## src/rtl/fifo_wr_arbiter_pkg.sv

```systemverilog
// Shared types, constants and the round-robin search used by the FIFO write arbiter.
package fifo_arb_pkg;

  typedef enum logic {
    IDLE  = 1'b0,
    GRANT = 1'b1
  } arb_state_t;

  localparam int STAT_W   = 16;
  localparam int MAX_NREQ = 8;

  // First set bit of req strictly after 'last', wrapping modulo nreq; returns 'last' if none.
  function automatic logic [2:0] rr_next(input logic [MAX_NREQ-1:0] req,
                                         input logic [2:0]          last,
                                         input int unsigned         nreq);
    logic [2:0]  pick;
    logic        found;
    int unsigned idx;
    pick  = last;
    found = 1'b0;
    for (int unsigned i = 1; i <= MAX_NREQ; i++) begin
      idx = ({29'd0, last} + i) % nreq;
      if (i <= nreq && !found && req[idx[2:0]]) begin
        pick  = idx[2:0];
        found = 1'b1;
      end
    end
    return pick;
  endfunction

endpackage

```

## src/rtl/fifo_wr_arbiter_if.sv

```systemverilog
// Producer/FIFO-side signal bundle of the write arbiter.
// Optional statistics outputs appear when FIFO_ARB_STATS_EN is defined.
interface fifo_arb_if
  import fifo_arb_pkg::*;
#(
  parameter int NREQ   = 4,
  parameter int DATA_W = 8
);
  localparam int OW = $clog2(NREQ);

  logic [NREQ-1:0]        req;
  logic [NREQ*DATA_W-1:0] wdata_in;
  logic [NREQ-1:0]        ack;
  logic                   fifo_full;
  logic                   fifo_wr;
  logic [DATA_W-1:0]      fifo_wdata;
  logic                   busy;
  logic [OW-1:0]          owner;
`ifdef FIFO_ARB_STATS_EN
  logic [NREQ*STAT_W-1:0] word_cnt;
  logic [STAT_W-1:0]      stall_cnt;
`endif

  modport slave (
    input  req, wdata_in, fifo_full,
    output ack, fifo_wr, fifo_wdata, busy, owner
`ifdef FIFO_ARB_STATS_EN
    , output word_cnt, stall_cnt
`endif
  );

  modport master (
    output req, wdata_in, fifo_full,
    input  ack, fifo_wr, fifo_wdata, busy, owner
`ifdef FIFO_ARB_STATS_EN
    , input word_cnt, stall_cnt
`endif
  );

endinterface

```

## src/rtl/fifo_wr_arbiter_rr_picker.sv

```systemverilog
// Combinational round-robin picker: first requester at or after i_start, wrapping.
module rr_picker
  import fifo_arb_pkg::*;
#(
  parameter int NREQ = 4,
  parameter int OW   = $clog2(NREQ)
) (
  input  logic [NREQ-1:0] i_req,
  input  logic [OW-1:0]   i_start,
  output logic [OW-1:0]   o_pick,
  output logic            o_found
);

  logic [MAX_NREQ-1:0] w_req_pad;
  logic [2:0]          w_start;
  logic [2:0]          w_last;

  // NOTE: every always_comb output gets a default first so no path can infer a latch.
  always_comb begin
    w_req_pad             = '0;
    w_req_pad[NREQ-1:0]   = i_req;
  end

  // rr_next searches after 'last', so step back one from the start index.
  assign w_start = 3'(i_start);
  assign w_last  = (w_start == 3'd0) ? 3'(NREQ - 1) : w_start - 3'd1;
  assign o_pick  = OW'(rr_next(w_req_pad, w_last, NREQ));
  assign o_found = |i_req;

endmodule

```

## src/rtl/fifo_wr_arbiter.sv

```systemverilog
// Round-robin burst scheduler sharing one FIFO write port among NREQ producers.
// Define FIFO_ARB_STATS_EN to add per-requester word counters and a stall counter.
module fifo_wr_arbiter
  import fifo_arb_pkg::*;
#(
  parameter int NREQ      = 4,
  parameter int DATA_W    = 8,
  parameter int MAX_BURST = 4
) (
  input logic       clk,
  input logic       rst,
  fifo_arb_if.slave bus
);

  localparam int OW = $clog2(NREQ);

  arb_state_t    r_state, w_state_nxt;
  logic [OW-1:0] r_owner, r_last_owner;
  logic [3:0]    r_burst_cnt;
  logic [OW-1:0] w_start, w_pick;
  logic          w_found, w_owner_req, w_accept, w_exit;

  assign w_start = (r_last_owner == OW'(NREQ - 1)) ? '0 : r_last_owner + 1'b1;

  rr_picker #(.NREQ(NREQ), .OW(OW)) u_picker (
    .i_req   (bus.req),
    .i_start (w_start),
    .o_pick  (w_pick),
    .o_found (w_found)
  );

  // Acceptance looks only at fifo_full of this cycle, so a full FIFO never sees a write.
  assign w_owner_req = bus.req[r_owner];
  assign w_accept    = (r_state == GRANT) && w_owner_req && !bus.fifo_full;
  assign w_exit      = (r_state == GRANT) &&
                       ((w_accept && r_burst_cnt == 4'(MAX_BURST - 1)) || !w_owner_req);

  always_comb begin
    w_state_nxt = r_state;
    case (r_state)
      IDLE:    if (w_found) w_state_nxt = GRANT;
      GRANT:   if (w_exit)  w_state_nxt = IDLE;
      default: w_state_nxt = IDLE;
    endcase
  end

  // NOTE: sequential state uses non-blocking assignments so every register samples pre-edge values.
  always_ff @(posedge clk or posedge rst) begin
    if (rst) r_state <= IDLE;
    else     r_state <= w_state_nxt;
  end

  always_ff @(posedge clk or posedge rst) begin
    if (rst) begin
      r_owner      <= OW'(NREQ - 1);
      r_last_owner <= OW'(NREQ - 1);
      r_burst_cnt  <= '0;
    end else if (r_state == IDLE) begin
      if (w_found) begin
        r_owner     <= w_pick;
        r_burst_cnt <= '0;
      end
    end else begin
      if (w_accept) r_burst_cnt  <= r_burst_cnt + 1'b1;
      if (w_exit)   r_last_owner <= r_owner;
    end
  end

  always_comb begin
    bus.ack = '0;
    if (w_accept) bus.ack[r_owner] = 1'b1;
  end

  assign bus.fifo_wr    = w_accept;
  assign bus.fifo_wdata = bus.wdata_in[r_owner*DATA_W +: DATA_W];
  assign bus.busy       = (r_state == GRANT);
  assign bus.owner      = r_owner;

`ifdef FIFO_ARB_STATS_EN
  logic [NREQ-1:0][STAT_W-1:0] r_word_cnt;
  logic [STAT_W-1:0]           r_stall_cnt;

  // Counters saturate at all-ones rather than wrapping.
  always_ff @(posedge clk or posedge rst) begin
    if (rst) begin
      r_word_cnt  <= '0;
      r_stall_cnt <= '0;
    end else begin
      for (int i = 0; i < NREQ; i++) begin
        if (w_accept && r_owner == OW'(i) && r_word_cnt[i] != '1)
          r_word_cnt[i] <= r_word_cnt[i] + 1'b1;
      end
      if (r_state == GRANT && w_owner_req && bus.fifo_full && r_stall_cnt != '1)
        r_stall_cnt <= r_stall_cnt + 1'b1;
    end
  end

  assign bus.word_cnt  = r_word_cnt;
  assign bus.stall_cnt = r_stall_cnt;
`endif

endmodule
```

## src/flat_wrapper.sv

```systemverilog
// flat-port wrapper written by rule: the top's interface ports become plain ports
module fifo_wr_arbiter_flat import fifo_arb_pkg::*;
#(
  parameter int NREQ      = 4,
  parameter int DATA_W    = 8,
  parameter int MAX_BURST = 4
)
  (clk, rst, bus_req, bus_wdata_in, bus_fifo_full, bus_ack, bus_fifo_wr, bus_fifo_wdata, bus_busy, bus_owner);
  fifo_arb_if #(.NREQ(NREQ), .DATA_W(DATA_W)) bus_i ();
  input logic clk;
  input logic rst;
  input wire logic [$bits(bus_i.req)-1:0] bus_req;
  input wire logic [$bits(bus_i.wdata_in)-1:0] bus_wdata_in;
  input wire logic [$bits(bus_i.fifo_full)-1:0] bus_fifo_full;
  output wire logic [$bits(bus_i.ack)-1:0] bus_ack;
  output wire logic [$bits(bus_i.fifo_wr)-1:0] bus_fifo_wr;
  output wire logic [$bits(bus_i.fifo_wdata)-1:0] bus_fifo_wdata;
  output wire logic [$bits(bus_i.busy)-1:0] bus_busy;
  output wire logic [$bits(bus_i.owner)-1:0] bus_owner;
  assign bus_i.req = bus_req;
  assign bus_i.wdata_in = bus_wdata_in;
  assign bus_i.fifo_full = bus_fifo_full;
  assign bus_ack = bus_i.ack;
  assign bus_fifo_wr = bus_i.fifo_wr;
  assign bus_fifo_wdata = bus_i.fifo_wdata;
  assign bus_busy = bus_i.busy;
  assign bus_owner = bus_i.owner;
  fifo_wr_arbiter #(.NREQ(NREQ), .DATA_W(DATA_W), .MAX_BURST(MAX_BURST)) u_core (.clk(clk), .rst(rst), .bus(bus_i));
endmodule
```

## config.mk

```make
export PLATFORM = sky130hd
export DESIGN_NAME = fifo_wr_arbiter_flat
export DESIGN_NICKNAME = d
export VERILOG_FILES = /design/src/rtl/fifo_wr_arbiter_pkg.sv /design/src/rtl/fifo_wr_arbiter_if.sv /design/src/rtl/fifo_wr_arbiter_rr_picker.sv /design/src/rtl/fifo_wr_arbiter.sv /design/src/flat_wrapper.sv
export SDC_FILE = /design/constraint.sdc
export NUM_CORES = 1
export LEC_CHECK = 0
export ABC_AREA = 1
export CAP_MARGIN = 20
export CORE_ASPECT_RATIO = 0.8
export CORE_MARGIN = 2
export CORE_UTILIZATION = 38
export CTS_CLUSTER_SIZE = 40
export DETAILED_ROUTE_END_ITERATION = 7
export GPL_TIMING_DRIVEN = 0
export PLACE_DENSITY_LB_ADDON = 0.3
export SLEW_MARGIN = 20
export SYNTH_ARGS = -nofsm -noshare
export SYNTH_HDL_FRONTEND = slang
export SYNTH_SLANG_ARGS = --single-unit
export TNS_END_PERCENT = 30
```

## constraint.sdc

```tcl
create_clock -name clk -period 1.75 [get_ports clk]
set_input_delay 0.2625 -clock clk [delete_from_list [all_inputs] [get_ports clk]]
set_output_delay 0.2625 -clock clk [all_outputs]
set_load 0.02 [all_outputs]
```

==> results.json, run 1 <==
{
  "status": "complete, but fails checks",
  "violations": "negative setup slack",
  "n_antenna_cell": 0,
  "yosys_warnings": 0,
  "fillCellCount": 211,
  "drive_gt1_share_pct": 28.2,
  "relSlewSlack_pct": 68.4,
  "synth-compound-area-share_pct": 9.32,
  "grtUsageTotal_pct": 24.8,
  "clock_skew_ns": 0.00999,
  "leakage_nw": 0.825,
  "cts.clk_slew.worst_paths_ns": 0.06,
  "grt_setup_unrepaired": "yes",
  "hold_viol": 0,
  "ctsHoldBuffers": 0,
  "ys_ff_latch": 9,
  "synth.distinct_cells": 22,
  "netlist_area_um2": 940,
  "cts_buffers": 3,
  "syn-instance-count": 154,
  "clock_path_buffers": 2,
  "grt-ovfl-total": 0,
  "die_area_um2": 2890,
  "start_util_pct": 39.1,
  "crit_path_max_fanout": 6,
  "finalCriticalPeriod_ns": 1.95,
  "synthXorXnorAreaFrac_pct": 1.86,
  "syn_avg_cell_area_um2": 6.10,
  "clk_latency_ns": 0.27,
  "place_ws_ns": -0.633,
  "fin_crit_sh_pct": 111,
  "grt_max_degree": 11,
  "synth_fa_ha_area_share_pct": 5.33,
  "cap_violations": 0,
  "worstSetupEndpointType": "primary output",
  "grt_antenna_before_repair": 0,
  "wire_per_inst_um": 13.9,
  "rows": 16,
  "cts_tree": "built",
  "clock_sinks": 9,
  "die_y_um": 48.5,
  "crit_required_ns": 1.49,
  "root_buffer": "clkbuf_4",
  "fin_nets": 260,
  "vdd_drop_max_uv": 837,
  "syn_nets": 197,
  "final_antenna_net_count": 0,
  "portBuffers": 54,
  "critical_path_arrival_ns": 1.68,
  "fmax_mhz": 514,
  "maxSlewViolCount": 0,
  "drt_pass1_iterations": 4,
  "die-width_um": 59.6,
  "coreArea_um2": 2400,
  "grt_pass1_wl_um": 5570,
  "via_per_inst": 5.28,
  "critPathKind": "flop to primary output",
  "io_pins": 55,
  "setup_viol": 13,
  "synth_top_family_by_area": "simple AND/OR/NAND/NOR gates",
  "grt_pass1_vias": 1243,
  "area_growth_pct": 81.0,
  "synth-seq-area-share_pct": 24.5,
  "utilization_pct": 70.8,
  "drc": 0,
  "setup_slack_ns": -0.195,
  "dp_hpwl_um": 2570,
  "power_density_nw_per_um2": 1720,
  "htreeDepth": 1,
  "muxShareOfSynthArea_pct": 0,
  "cp-start-kind": "flop",
  "first_iter_violations": 82,
  "worst_pin_slew_ns": 0.472,
  "synth_simple_gate_area_share_pct": 49.7,
  "globalplace.congestion": 0.864,
  "via_count": 1283,
  "min_path_type": "input port to async pin",
  "wl_um": 3380
}
cells in the final DEF (no fill, tap or decap), drive strengths merged:
cell,instances
dlygate4sd2,1
inv,20
dfstp,4
buf,19
dfrtp,5
nand4,2
a22oi,8
o31ai,1
clkbuf,5
o21ai,3
ha,4
nand2,51
nand3,39
clkdlybuf4s50,40
nor2,10
nor3,2
xor2,2
flip-flops by register name, indices dropped and copies added, names as in the netlist:
signal               count
u_core.bus.busy          1
u_core.bus.owner         2
u_core.r_burst_cnt       4
u_core.r_last_owner      2
worst max-delay path, stage by stage, from the launching register on:
cell and delay (ns):
dfstp_2 0.61, nand2_4 0.10, nor2_4 0.11, nor2_2 0.05
nand2_2 0.09, nand3_4 0.13, nor3_2 0.15, buf_4 0.17
report_power, final:
| part | switching (W) | internal (W) | leakage, nW |
|---|---|---|---|
| clock | 0.0000754 | 0.0000880 | 0.0150 |
| combinational | 0.00137 | 0.000934 | 0.703 |
| sequential | 0.000134 | 0.000331 | 0.107 |
| total | 0.00158 | 0.00135 | 0.825 |
repair_timing:
action                                  CTS  global route
pin swaps                                 7             5
gates resized for setup                  93            22
endpoints found under the setup margin   16            15
setup buffers                             3             1
kinds of logic (layout without fill, tap and decap cells):
logic type      count (synthesis)  after routing
compound gates                 12             12
buf+inv                        23             85
simple gates                  104            104
fa+ha+maj                       4              4
flops                           9              9
xor+xnor                        2              2
layout make-up:
cell class / instances / area (um2) / area share, %
clock buffers: 4 / 26.3 / 1.55
multi-input cells: 122 / 732 / 43.0
well taps: 27 / 33.8 / 1.99
repair buffers: 58 / 556 / 32.7
plain buffers: 3 / 32.5 / 1.91
inverters: 20 / 90.1 / 5.30
flip-flops and latches: 9 / 230 / 13.5
synthesized netlist by cell type:
cell type	n	area, um2
nand2_2	2	12.5
nor2_2	1	6.26
o21ai_1	1	5.00
xor2_1	2	17.5
nand4_1	2	12.5
nand3_2	1	10.0
ha_1	4	50.1
buf_1	1	3.75
a22oi_1	8	60.1
dfstp_2	4	105
dfrtp_1	5	125
inv_2	2	7.51
o21ai_0	2	10.0
nand2_1	48	180
inv_1	18	67.6
o31ai_2	1	12.5
nand3_1	38	190
nor3_1	2	10.0
clkbuf_1	1	3.75
nor2_1	9	33.8
buf_2	1	5.00
nand2_4	1	11.3
stage by stage:
step / cells / area, um2 / hold slack (ns) / power [W] / TNS [ns]
global route: 243 / 1700 / 0.280 / 0.00316 / -2.50
global placement: 235 / 1510 / 0.479 / 0.00230 / -6.88
floorplan: 154 / 940 / 0.0876 / 0.00166 / -0.166
CTS: 242 / 1620 / 0.261 / 0.00273 / -1.32
detailed placement: 235 / 1510 / 0.481 / 0.00237 / -7.26
finish: 243 / 1700 / 0.247 / 0.00293 / -1.60
final timing paths:
path,end,slack (ns),startpoint,cells past startpoint
worst max-delay path,bus_ack[2],-0.20,u_core.bus.owner[0],7
worst min-delay path,u_core.bus.busy,0.25,rst,2
worst max register to register,u_core.bus.owner[1],0.10,u_core.r_last_owner[0],11
worst min register to register,u_core.r_last_owner[1],0.51,u_core.r_last_owner[1],2
max in group asynchronous,u_core.bus.owner[0],1.21,rst,2
min in group clk,u_core.r_last_owner[1],0.51,u_core.r_last_owner[1],2
per-layer routing:
layer	track usage, %	part of all wire (%)	vias to the layer above	routed length, um
li1	-	-	637	-
met1	30.2	40	623	1360
met2	45.2	57	20	1930
met3	5.08	2.4	3	82
met4	3.70	0.33	0	11
met5	0	0	-	0
No activity file was read; power rests on OpenSTA's default activity.
==> run 2, diff against run 1 <==
Settings changed: CORE_UTILIZATION 38 to 39, SYNTH_HIERARCHICAL from default to 1.
==> run 2 against run 1 <==
The run still ends with negative setup slack left. Clock-buffer cell count stayed put. Power grew 34%. Clock skew shrank 0.0052 ns. Largest cell class unchanged. Largest power group unchanged. Maximum frequency increased by 5.3%.
==> results.json, run 2 <==
{
  "status": "complete, but fails checks",
  "violations": "negative setup slack",
  "cap_violations": 0,
  "final_cell_mix": "nand2_1 (43), clkdlybuf4s50_1 (39), nand3_1 (37)",
  "syn_nets": 202,
  "root_buffer": "clkbuf_4",
  "top_register": "u_core/r_burst_cnt",
  "globalplace.congestion": 0.879,
  "fmax_mhz": 541,
  "multi_input_area_um2": 832,
  "finalCriticalPeriod_ns": 1.85,
  "hold_viol": 0,
  "slowest_delay_ns": 0.56,
  "grt_setup_unrepaired": "yes",
  "yosys_warnings": 6,
  "path_cells": "ha_4, ha_4, nor2_4, inv_2, nand2_4, nand2_4, nor2_4, nand3_1, nand2_1, nor2_1, a21oi_1",
  "rows": 16,
  "coreArea_um2": 2460,
  "synth_edf_count": 0,
  "async_flop_share_pct": 100,
  "clock_skew_ns": 0.00475,
  "grt_antenna_before_repair": 0,
  "setup_slack_ns": -0.0974,
  "clock_path_buffers": 2,
  "yosys.area.top_type": "nand3_1",
  "grt-ovfl-total": 0,
  "fin_crit_sh_pct": 106,
  "netlist_area_um2": 1010,
  "vdd_drop_max_uv": 974,
  "n_antenna_cell": 0,
  "drc": 0,
  "worst_pin_slew_ns": 0.364,
  "min_path_type": "input port to async pin",
  "worst_path_max_delay_cell": "dfstp_2",
  "dp.cells": 248,
  "worstSetupEndpointType": "flop",
  "seqCellArea_um2": 230,
  "syn_avg_cell_area_um2": 6.41,
  "crit_required_ns": 1.93,
  "start_util_pct": 41.2,
  "grt_pass1_wl_um": 5600,
  "die_y_um": 49.6,
  "cts.clk_slew.worst_paths_ns": 0.07,
  "critPathKind": "flop to flop",
  "fin_cells": 261,
  "die-width_um": 61.0,
  "ys_ff_latch": 9,
  "synth_top_area_share_pct": 18.8,
  "leakage_nw": 0.875,
  "grt_pass1_vias": 1281,
  "clock_sinks": 9,
  "synthFlopType": "dfrtp_1",
  "crit_path_max_fanout": 3,
  "fillCellCount": 197,
  "power_density_nw_per_um2": 2140,
  "synth.distinct_cells": 23,
  "synth_common_cells": "nand2_1 (45), nand3_1 (38), inv_1 (11), a22oi_1 (8), nor2_1 (8)",
  "io_pins": 55,
  "layout_commonest_cell": "nand2_1",
  "wl_um": 3560,
  "yosysMostFrequentCell": "nand2_1",
  "die_area_um2": 3030,
  "final_antenna_net_count": 0,
  "maxSlewViolCount": 0,
  "relSlewSlack_pct": 75.7,
  "synth-seq-area-share_pct": 22.7,
  "critical_path_arrival_ns": 2.03,
  "portBuffers": 54,
  "grtUsageTotal_pct": 23.7,
  "wire_per_inst_um": 13.6,
  "largest_reg_flops": 4,
  "drt_pass1_iterations": 4,
  "syn-instance-count": 158,
  "via_count": 1309,
  "whs_ns": 0.271,
  "drive_gt1_share_pct": 31.1,
  "cp-start-kind": "flop",
  "yosys-top-cells-area": "nand3_1 (19%), nand2_1 (17%), dfrtp_1 (12%), dfstp_2 (10%), ha_1 (6.2%)",
  "area_growth_pct": 80.2,
  "cts_buffers": 3,
  "fin_nets": 270,
  "grt_max_degree": 11,
  "clk_latency_ns": 0.25,
  "via_per_inst": 5.02,
  "htreeDepth": 1,
  "cts_tree": "built",
  "first_iter_violations": 66,
  "setup_viol": 10,
  "dp_hpwl_um": 2670
}
-- run 2: layer usage --
metal	GRT usage [%]	part of all wire, %
met1	29.1	40
met2	43.9	57
met3	2.36	2.6
met4	4.35	0.90
met5	0	0
-- run 2: critical path, delay by kind of cell, from the launching register on --
family,cells,cell delay (ns)
AO/OA/AOI/OAI,1,0.14
adder cells (fa/ha/maj),2,0.42
buffers and inverters,1,0.07
flip-flops,1,0.56
AND/OR/NAND/NOR,7,0.57
-- run 2: power breakdown --
part	internal, W	switching, W	total (W)
Clock	0.0000877	0.0000711	0.000159
Combinational	0.00141	0.00191	0.00331
Sequential	0.000333	0.000113	0.000446
-- run 2: timing repair --
item | in CTS | in global routing
pin swaps | 4 | 17
buffers inserted | 7 | 2
setup endpoints to repair | 15 | 16
gates cloned | 0 | 0
gates resized for setup | 79 | 23
hold buffers | 0 | 0
-- run 2: layout make-up --
cell class | count | area share, %
Tap cell | 36 | 2.47
Buffer | 4 | 2.12
Sequential cell | 9 | 12.6
Timing Repair Buffer | 63 | 32.5
Inverter | 15 | 3.36
Clock buffer | 4 | 1.44
Multi-Input combinational cell | 130 | 45.5
-- run 2: final timing paths --
check	slack, ns	depth (start not counted)	startpoint	end
setup / recovery	-0.1	11	u_core/r_last_owner[1]	u_core/bus.owner[0]
hold / removal	0.27	2	rst	u_core/r_burst_cnt[1]
setup reg to reg	-0.1	11	u_core/r_last_owner[1]	u_core/bus.owner[0]
hold reg to reg	0.49	2	u_core/r_last_owner[1]	u_core/r_last_owner[1]
max in group asynchronous	1.17	2	rst	u_core/r_last_owner[1]
min in group clk	0.49	2	u_core/r_last_owner[1]	u_core/r_last_owner[1]
-- run 2: kinds of logic (layout without fill, tap and decap cells) --
family | after synthesis | after routing | synth area share (%)
flops | 9 | 9 | 22.7
xor+xnor | 2 | 2 | 1.73
compound gates | 13 | 13 | 8.39
fa+ha+maj | 5 | 5 | 6.17
simple gates | 110 | 110 | 53.5
buf+inv | 19 | 86 | 7.53
-- run 2: through the flow --
stage	setup TNS, ns	instance area [um2]	setup WS (ns)	total power, W	utilization [%]
finish	-0.326	1830	-0.0974	0.00392	74.2
global route	-1.56	1830	-0.175	0.00421	74.2
CTS	-0.392	1720	-0.0909	0.00356	69.9
detailed placement	-5.52	1640	-0.513	0.00326	66.8
global placement	-5.18	1640	-0.506	0.00316	66.8
floorplan	0	1060	0.000690	0.00242	-
